<file path="config.mk">
export PLATFORM = sky130hd
export DESIGN_NAME = fp_mul_setup_stage
export DESIGN_NICKNAME = d
export VERILOG_FILES = /design/src/rtl/fp_mul_setup_stage.sv
export SDC_FILE = /design/constraint.sdc
export NUM_CORES = 1
export LEC_CHECK = 0
export ABC_CLOCK_PERIOD_IN_PS = 2840
export CORE_UTILIZATION = 55
export CTS_CLUSTER_DIAMETER = 50
export DETAILED_ROUTE_END_ITERATION = 16
export GPL_ROUTABILITY_DRIVEN = 0
export PLACE_DENSITY_LB_ADDON = 0.12
export SYNTH_ARGS = -nofsm -noshare
export SYNTH_HDL_FRONTEND = slang
export SYNTH_SLANG_ARGS = --single-unit
</file>
<file path="constraint.sdc">
create_clock -name clk -period 2.84 [get_ports clk]
set_input_delay 0.568 -clock clk [delete_from_list [all_inputs] [get_ports clk]]
set_output_delay 0.568 -clock clk [all_outputs]
set_load 0.01 [all_outputs]
</file>
<file path="src/rtl/fp_mul_setup_stage.sv">
// fp_mul_setup_stage: unpacks two floating-point operands, restores hidden
// bits, forms the biased product exponent and classifies special operands.
// A two-entry skid buffer (output reg + skid reg) decouples the upstream
// ready from downstream stalls so ready_o is a pure register output.

// Per-operand unpack and classification; instantiated once per operand.
module fp_mul_setup_unpack #(
  parameter int EXP_W = 8,
  parameter int MAN_W = 23
) (
  input  logic [EXP_W+MAN_W:0] op,
  output logic                 sgn,
  output logic [EXP_W-1:0]     exp,
  output logic [MAN_W:0]       sig,
  output logic                 is_zero,
  output logic                 is_inf,
  output logic                 is_nan
);
  logic [MAN_W-1:0] man;

  assign sgn = op[EXP_W+MAN_W];
  assign exp = op[EXP_W+MAN_W-1:MAN_W];
  assign man = op[MAN_W-1:0];

  // Denormals are flushed to zero, so a zero exponent alone marks zero.
  always_comb begin
    is_zero = (exp == '0);
    is_inf  = (&exp) && (man == '0);
    is_nan  = (&exp) && (man != '0);
    sig     = {1'b1, man};
  end
endmodule

module fp_mul_setup_stage #(
  parameter int EXP_W = 8,
  parameter int MAN_W = 23,
  parameter int BIAS  = 2**(EXP_W-1)-1
) (
  input  logic                        clk,
  input  logic                        n_rst,
  input  logic                        flush,
  input  logic                        valid_i,
  output logic                        ready_o,
  input  logic [EXP_W+MAN_W:0]        a,
  input  logic [EXP_W+MAN_W:0]        b,
  output logic                        valid_o,
  input  logic                        ready_i,
  output logic [MAN_W:0]              sig_a,
  output logic [MAN_W:0]              sig_b,
  output logic signed [EXP_W+1:0]     exp_sum,
  output logic                        sign,
  output logic                        is_zero,
  output logic                        is_inf,
  output logic                        is_nan
);
  localparam int OP_W  = EXP_W + MAN_W + 1;
  localparam int SIG_W = MAN_W + 1;
  localparam int ES_W  = EXP_W + 2;
  localparam logic signed [ES_W-1:0] BIAS_S = ES_W'(BIAS);

  typedef struct packed {
    logic [SIG_W-1:0]       sig_a;
    logic [SIG_W-1:0]       sig_b;
    logic signed [ES_W-1:0] exp_sum;
    logic                   sign;
    logic                   is_zero;
    logic                   is_inf;
    logic                   is_nan;
  } res_t;

  typedef enum logic [1:0] {
    EMPTY = 2'd0,
    ONE   = 2'd1,
    FULL  = 2'd2
  } buf_state_t;

  // ---------------------------------------------------------------------
  // Operand unpack: lane 0 = a, lane 1 = b
  // ---------------------------------------------------------------------
  logic [1:0][OP_W-1:0]  ops;
  logic [1:0]            op_sgn, op_zero, op_inf, op_nan;
  logic [1:0][EXP_W-1:0] op_exp;
  logic [1:0][SIG_W-1:0] op_sig;

  assign ops[0] = a;
  assign ops[1] = b;

  genvar gi;
  generate
    for (gi = 0; gi < 2; gi++) begin : g_unpack
      fp_mul_setup_unpack #(.EXP_W(EXP_W), .MAN_W(MAN_W)) u_unpack (
        .op      (ops[gi]),
        .sgn     (op_sgn[gi]),
        .exp     (op_exp[gi]),
        .sig     (op_sig[gi]),
        .is_zero (op_zero[gi]),
        .is_inf  (op_inf[gi]),
        .is_nan  (op_nan[gi])
      );
    end
  endgenerate

  // ---------------------------------------------------------------------
  // Result formation with special-case priority NaN > Inf > Zero
  // ---------------------------------------------------------------------
  res_t res_new;
  logic sp_nan, sp_inf, sp_zero;

  // Classify the pair and zero the numeric fields whenever a flag is set.
  always_comb begin
    sp_nan  = (|op_nan) || (op_inf[0] && op_zero[1]) || (op_zero[0] && op_inf[1]);
    sp_inf  = !sp_nan && (|op_inf);
    sp_zero = !sp_nan && !sp_inf && (|op_zero);

    res_new         = '0;
    res_new.sign    = op_sgn[0] ^ op_sgn[1];
    res_new.is_nan  = sp_nan;
    res_new.is_inf  = sp_inf;
    res_new.is_zero = sp_zero;
    if (!(sp_nan || sp_inf || sp_zero)) begin
      res_new.sig_a   = op_sig[0];
      res_new.sig_b   = op_sig[1];
      // Zero-extended exponents keep the sum non-negative before the bias.
      res_new.exp_sum = $signed({2'b00, op_exp[0]}) + $signed({2'b00, op_exp[1]}) - BIAS_S;
    end
  end

  // ---------------------------------------------------------------------
  // Skid buffer control
  // ---------------------------------------------------------------------
  buf_state_t state_q, state_d;
  res_t       out_q, skid_q;
  logic       accept, drain;
  logic       load_out_new, load_out_skid, load_skid;

  assign valid_o = (state_q != EMPTY);
  assign ready_o = (state_q != FULL);
  assign accept  = valid_i && ready_o;
  assign drain   = valid_o && ready_i;

  // Buffer state register.
  always_ff @(posedge clk or negedge n_rst) begin
    if (!n_rst) state_q <= EMPTY;
    else        state_q <= state_d;
  end

  // Next-state and data-steering decode; flush wins over accept and drain.
  always_comb begin
    state_d       = state_q;
    load_out_new  = 1'b0;
    load_out_skid = 1'b0;
    load_skid     = 1'b0;
    if (flush) begin
      state_d = EMPTY;
    end else begin
      unique case (state_q)
        EMPTY: begin
          if (accept) begin
            state_d      = ONE;
            load_out_new = 1'b1;
          end
        end
        ONE: begin
          if (accept && drain) begin
            load_out_new = 1'b1;
          end else if (accept) begin
            state_d   = FULL;
            load_skid = 1'b1;
          end else if (drain) begin
            state_d = EMPTY;
          end
        end
        FULL: begin
          if (drain) begin
            state_d       = ONE;
            load_out_skid = 1'b1;
          end
        end
        default: state_d = EMPTY;
      endcase
    end
  end

  // Output and skid data registers; cleared on reset so outputs read zero.
  always_ff @(posedge clk or negedge n_rst) begin
    if (!n_rst) begin
      out_q  <= '0;
      skid_q <= '0;
    end else begin
      if (load_out_new)       out_q <= res_new;
      else if (load_out_skid) out_q <= skid_q;
      if (load_skid)          skid_q <= res_new;
    end
  end

  assign sig_a   = out_q.sig_a;
  assign sig_b   = out_q.sig_b;
  assign exp_sum = out_q.exp_sum;
  assign sign    = out_q.sign;
  assign is_zero = out_q.is_zero;
  assign is_inf  = out_q.is_inf;
  assign is_nan  = out_q.is_nan;
endmodule
</file>
==> flow_summary.json <==
{
  "syn2layout_area_growth_pct": 34.11,
  "grt_max_degree": 66,
  "required_ns": 3.27,
  "fmax_mhz": 414.0,
  "finalSetupViolCount": 0,
  "regArea_um2": 3103,
  "postCtsHoldBufs": 0,
  "ant_nets": 0,
  "h-tree-depth": 4,
  "yosysUniqueCellTypes": 46,
  "cts-root-buf": "clkbuf_8",
  "r2r-end": "sig_b[20]",
  "synth_area_um2": 5906,
  "yosys.area.top_type": "dfrtp_1",
  "vias_per_cell": 5.965,
  "cts_buffers": 17,
  "hpwlAfterDp_mm": 10.32,
  "post-route-period-util": 0.8505,
  "yosysWarnings": 0,
  "synth_seq_cells": 124,
  "ys.flop_type": "dfrtp_1",
  "crit_type": "in2reg",
  "cp_max_fo": 3,
  "fp-row-count": 37,
  "fin_skew_ns": 0.006143,
  "grt_pass1_vias": 5246,
  "die_h_um": 105.6,
  "r2r-start": "state_q[0]",
  "tightest_slew_ns": 1.205,
  "drtPass1Iterations": 5,
  "avgSynthCellArea_um2": 10.29,
  "p_per_area_nw_per_um2": 712.5,
  "die_area_um2": 11160,
  "min_path_type": "in2async",
  "use_met2": 0.4751,
  "yosys-top-cells-area": "dfrtp_1 (53%), nand2_1 (7.6%), a22o_1 (7.1%), a21o_1 (6.0%), nand3_1 (4.5%)",
  "ir_worst_vdd_mv": 0.3902,
  "tns_ns": 0,
  "port_buffers": 132,
  "clkTransAtPathRegs_ns": 0.06,
  "detail_route.iter0.violations": 354,
  "grt_busiest_layer": "met2",
  "use_met1": 0.4002,
  "vias": 5112,
  "multi_input_area_um2": 2527,
  "initial_core_util": 0.5695,
  "cap_violations": 0,
  "syn-num-nets": 659,
  "clock_sinks": 124,
  "synth_cells": 574,
  "nFillCells": 745,
  "drt_wl_total_mm": 15.72,
  "overflow": 0,
  "wl_per_cell_um": 18.34,
  "cts_tree": "done",
  "grt_use_total": 0.2962,
  "cts_resized": 0,
  "post_cts_buffers": 0,
  "relSlewSlack": 0.1949,
  "synth_edf_count": 0,
  "rsz0062_at_grt": "false",
  "cts.path.max_buffers": 2,
  "n_antenna_cell": 0,
  "grt_pass1_wl_mm": 25.65,
  "grtUsageMet3": 0.07607,
  "synth-seq-area-share": 0.5254,
  "drc": 0,
  "r2r_slack_ns": 0.56,
  "p_leak_nw": 3.940,
  "period_needed_ns": 2.415,
  "antenna_found_initial": 0,
  "worstPathArrival_ns": 2.85,
  "slew_viol_final": 0,
  "clk_latency_ns": 0.52,
  "nets": 793,
  "synth_top_area_share": 0.5254,
  "startpoint_type": "input pin",
  "die_width_um": 105.6,
  "async_flop_share": 1.000,
  "status": "completed",
  "io_pins": 133,
  "drive_above_1_share": 0.08877,
  "critPathCaptureType": "register",
  "worst_hold_slack_ns": 0.02090,
  "hold_viol_final": 0,
  "core-area_um2": 10370,
  "rr_worst_depth": 6
}
-- per-stage QoR --
step	util	cell area, µm²	power [W]	std cells	worst slack [ns]
2_1_floorplan	-	5906	0.002979	574	0.6479
3_3_place_gp	0.7102	7365	0.003572	825	0.02083
3_5_place_dp	0.7102	7365	0.003645	825	-0.08490
4_1_cts	0.7638	7920	0.005659	857	0.4568
5_1_grt	0.7638	7920	0.005908	857	0.2828
6_report	0.7638	7920	0.005643	857	0.4245
-- sequential cells by signal, summed over array words and instances (netlist names) --
signal	count
is_zero	1
sig_a	24
skid_q	61
is_inf	1
exp_sum	10
sign	1
is_nan	1
sig_b	23
state_q	2
-- critical path, cell delays in order --
cell and delay (ns):
clkdlybuf4s50_1 0.46, ha_1 0.32, ha_1 0.21, inv_1 0.07, fa_1 0.21, nor2b_1 0.08
o31a_1 0.27, o31ai_1 0.28, nand4b_1 0.18, o21ai_0 0.21
-- cells in the final DEF, fill, tap and decap left out, types with 3 or more instances in the layout --
cell,n
o21a_1,3
xor2_1,3
nor2_1,12
clkdlybuf4s50_1,131
nand2_1,118
ha_1,15
a22o_1,48
dfrtp_1,124
o21ai_0,13
a211oi_1,5
clkinv_4,5
inv_1,10
a22oi_1,3
mux2i_1,4
nand4_1,6
nor2b_1,7
nand2b_1,3
o31ai_1,7
nor3_1,5
buf_12,4
nand3_1,53
buf_4,18
inv_6,4
a21oi_1,8
clkbuf_16,16
nor4_1,14
a21o_1,47
-- layer usage --
metal / vias to the layer above / share of wire / wire [µm]
li1: 2331 / - / -
met2: 251 / 0.49 / 7740
met5: - / 0 / 0
met3: 21 / 0.079 / 1234
met4: 0 / 0.014 / 220
met1: 2509 / 0.41 / 6522
-- power breakdown --
group          total (W)  internal [W]  switching [W]
logic            0.00125      0.000684       0.000569
registers        0.00238       0.00215       0.000230
clock network    0.00201       0.00118       0.000832
-- kinds of logic after synthesis --
logic type	Yosys count	share of synthesized area
buffers and inverters	48	0.05148
AO/OA/AOI/OAI	144	0.1854
flip-flops	124	0.5254
multiplexers	6	0.01059
AND/OR/NAND/NOR	232	0.1860
XOR/XNOR	4	0.005933
adder cells (fa/ha/maj)	16	0.03517
-- worst max-delay path by stage --
stage          startpoint          to  slack, ns
2_1_floorplan       a[24]  skid_q[13]       0.65
3_3_place_gp        a[24]  skid_q[13]       0.02
4_1_cts             a[24]  skid_q[13]       0.46
5_1_grt             a[24]  skid_q[13]       0.28
3_5_place_dp        a[24]  skid_q[13]      -0.08
6_report            a[24]  skid_q[13]       0.42
-- cell type report --
type	count	area share
well taps	136	0.02148
clock inverters	14	0.01738
multi-input cells	402	0.3191
clock buffers	18	0.05276
repair buffers	153	0.1927
inverters	10	0.004739
flip-flops and latches	124	0.3918
-- cell usage after synthesis, types with 2 or more instances --
| master | count |
|---|---|
| a211oi_1 | 5 |
| a21o_1 | 47 |
| a21oi_1 | 8 |
| a221o_1 | 2 |
| a22o_1 | 48 |
| a22oi_1 | 3 |
| and4_1 | 2 |
| buf_2 | 9 |
| buf_4 | 6 |
| buf_6 | 12 |
| clkbuf_1 | 11 |
| dfrtp_1 | 124 |
| ha_1 | 15 |
| inv_1 | 10 |
| mux2_2 | 2 |
| mux2i_1 | 4 |
| nand2_1 | 119 |
| nand2b_1 | 3 |
| nand3_1 | 53 |
| nand4_1 | 6 |
| nor2_1 | 12 |
| nor2b_1 | 7 |
| nor3_1 | 5 |
| nor4_1 | 14 |
| o211ai_1 | 2 |
| o21a_1 | 3 |
| o21ai_0 | 13 |
| o21bai_1 | 2 |
| o31ai_1 | 7 |
| or2_2 | 2 |
| xor2_1 | 3 |
(Power assumes the default switching activity.)
==> patch (same flow settings) <==
Re-encode `buf_state_t` (3 states) as one-hot, 3 bits wide.
--- a/src/rtl/fp_mul_setup_stage.sv
+++ b/src/rtl/fp_mul_setup_stage.sv
@@ -68,10 +68,10 @@
     logic                   is_nan;
   } res_t;
 
-  typedef enum logic [1:0] {
-    EMPTY = 2'd0,
-    ONE   = 2'd1,
-    FULL  = 2'd2
+  typedef enum logic [2:0] {
+    EMPTY = 3'b001,
+    ONE   = 3'b010,
+    FULL  = 3'b100
   } buf_state_t;
 
   // ---------------------------------------------------------------------
Behaviour: no difference found for any inputs over 10 cycles, from zero or initial values and one cycle with n_rst low; not proved beyond that.
==> patch against the original RTL <==
  * Synthesized area is 2.9% higher
  * Sequential cell count is 1 higher
  * Total power is 1.2% lower
  * Setup slack worse by 0.18 ns
  * Final cell count is 13% higher
  * Largest cell class unchanged
  * Critical path type is now reg -> out
  * Routed wire length is 0.23% lower
  * Via count is 9.4% higher
  * Global-route usage is 0.98 points lower
  * Largest power group unchanged
  * Non-clock buffer count is 6 lower
  * Sequential share of layout area is 0.69 points lower
  * Design area is 2.7% higher
==> patch: results (changes against the original RTL) <==
CTS
  • Post-CTS setup buffers: 0 (unchanged)
  • Level count of the clock H-tree: 4 (unchanged)
  • Clock latency of the later-clocked register in the worst-skew pair: 0.53 ns
  • Bufs on Longest Clock Path: 2 (unchanged)
  • Num CTS Buffers: 17 (unchanged)

STA
  • Post-route setup slack: 0.249 ns (was 0.425 ns)
  • Worst Skew: 0.00796 ns (was 0.00614 ns)
  • Worst Max-Slew Pin Slew: 1.11 ns (was 1.20 ns)

Detailed routing
  • Remaining DRCs: 0 (unchanged)
  • Post-Route M1 WL: 6620 um (was 6520 um)
  • Avg Vias per Cell: 5.78 (was 5.96)
  • Routed wl met2: 7590 um (was 7740 um)
  • Count of routing violations after the opening detailed-route iteration: 511 (was 354)
  • Met3 wirelength from detailed routing: 1090 um (was 1230 um)
  • DRT Wirelength: 15700 um (about the same)
  • Highest routed metal layer: met4 (unchanged)
  • Drt first pass iters: 6 (was 5)

Place
  • Number of buffers added on ports: 132 (unchanged)
  • Half-perimeter wire length after detailed placement: 10300 um (about the same)
  • Setup slack after placement: -0.0801 ns (was -0.0849 ns)

Synthesis
  • Cell variety after synth: 46 (unchanged)
  • Register area share after synthesis: 51.5% (was 52.5%)
  • Main area contributors after synthesis: dfrtp_1 51%, nand2_1 14%, a31oi_1 5.4%, a21oi_1 4.9%, o21ai_1 3.4% (was dfrtp_1 53%, nand2_1 7.6%, a22o_1 7.1%, a21o_1 6.0%, nand3_1 4.5%)
  • Count of warnings emitted by yosys: 0 (unchanged)
  • Nets in the synthesized netlist: 785 (was 659)
  • Top post-synthesis cells by count: 229 x nand2_1, 124 x dfrtp_1, 59 x a21oi_1, 52 x a31oi_1, 41 x o21ai_1 (was 124 x dfrtp_1, 119 x nand2_1, 53 x nand3_1, 48 x a22o_1, 47 x a21o_1)

Run status
  • Status: completed (unchanged)

Critical path
  • Worst r2r path cells: 4 (was 6)
  • Timing startpoint of the critical path: state_q[0] (was a[24])
  • Capture point of the worst path: valid_o (was skid_q[13])
  • Worst reg2reg path endpoint: sign (was sig_b[20])
  • Worst R2R Setup Slack: 0.65 ns (was 0.56 ns)
  • Crit-path max FO: 7 (was 3)
  • Worst endpoint data arrival time: 2.02 ns (was 2.85 ns)

GRT
  • Antenna violations before repair: 0 (unchanged)
  • Wire length of the first global-routing pass: 25600 um (about the same)
  • Gr usage total: 28.6% (was 29.6%)
  • Via count of the first global-routing pass: 5331 (was 5246)
  • Pin count of the biggest net entering global routing: 113 (was 66)

Finish
  • Count of fill cells added during filler insertion: 770 (was 745)
  • Layout cell share with drive strength beyond 1: 7.37% (was 8.88%)
  • Number of flip-flops under the largest register name: 61 (unchanged)
  • Total inserted antenna cells: 0 (unchanged)
  • Final Net Count: 900 (was 793)
  • Most flop-heavy register: skid_q (unchanged)

Power
  • Switching power of the nets: 1.51 mW (was 1.63 mW)
  • Leakage dissipation: 3.70 nW (was 3.94 nW)
  • VDD IR-drop max: 381 uV (was 390 uV)

Min path
  • Hold/Removal Path Class: in -> async (unchanged)
-- patch: critical path, stage by stage (launching register included) --
cell             delay [ns]
dfstp_2                0.59
nand2b_1               0.14
or2_2                  0.30
clkdlybuf4s50_1        0.48
-- patch: worst min path at each step --
stage	start	to	slack (ns)	cells after the start
after floorplan	n_rst	exp_sum[0]	0.27	0
after global placement	skid_q[12]	skid_q[12]	0.46	2
after detailed placement	skid_q[1]	skid_q[1]	0.47	2
after CTS	n_rst	sig_a[17]	0.02	1
after global routing	n_rst	sig_a[17]	0.05	1
final	n_rst	sig_a[13]	0.01	1
-- patch: layout make-up --
class                      instances  area (um2)  area share (%)
inverter                          12        45.0           0.554
sequential                       125        3130            38.5
clock buffer                      19         442            5.43
clock inverter                    13         165            2.03
tap                              140         175            2.15
multi-input combinational        512        2670            32.8
timing repair buffer             147        1510            18.5
-- patch: per-layer routing --
layer  GRT usage, %  vias to the layer above
li1               -                     2651
met1           37.3                     2682
met2           46.1                      220
met3           6.57                       40
met4           12.2                        0
met5              0                        -
-- patch: stage by stage --
step	std cells	setup TNS, ns	area [um2]
after global placement	936	0	7520
after floorplan	700	0	6080
final	968	0	8130
after detailed placement	936	-0.289	7520
after CTS	968	0	8130
after global routing	968	0	8130
-- patch: power groups by stage --
stage | Combinational [mW] | Clock (mW) | Sequential, mW
final | 1.15 | 2.21 | 2.22
after CTS | 1.15 | 2.23 | 2.22
after detailed placement | 1.14 | 0 | 2.24
after global placement | 1.11 | 0 | 2.23
after global routing | 1.26 | 2.31 | 2.25
after floorplan | 0.426 | 0 | 2.30
-- patch: cell families (layout without fill, tap and decap cells) --
group | Yosys count | count (layout) | synth area share [%]
buffers and inverters | 63 | 191 | 4.88
AOI/OAI and AO/OA | 195 | 195 | 18.5
muxes | 4 | 4 | 0.741
and+or+nand+nor | 292 | 292 | 20.3
DFF | 125 | 125 | 51.5
xor gates and xnor gates | 5 | 5 | 0.721
adders and majority gates | 16 | 16 | 3.42
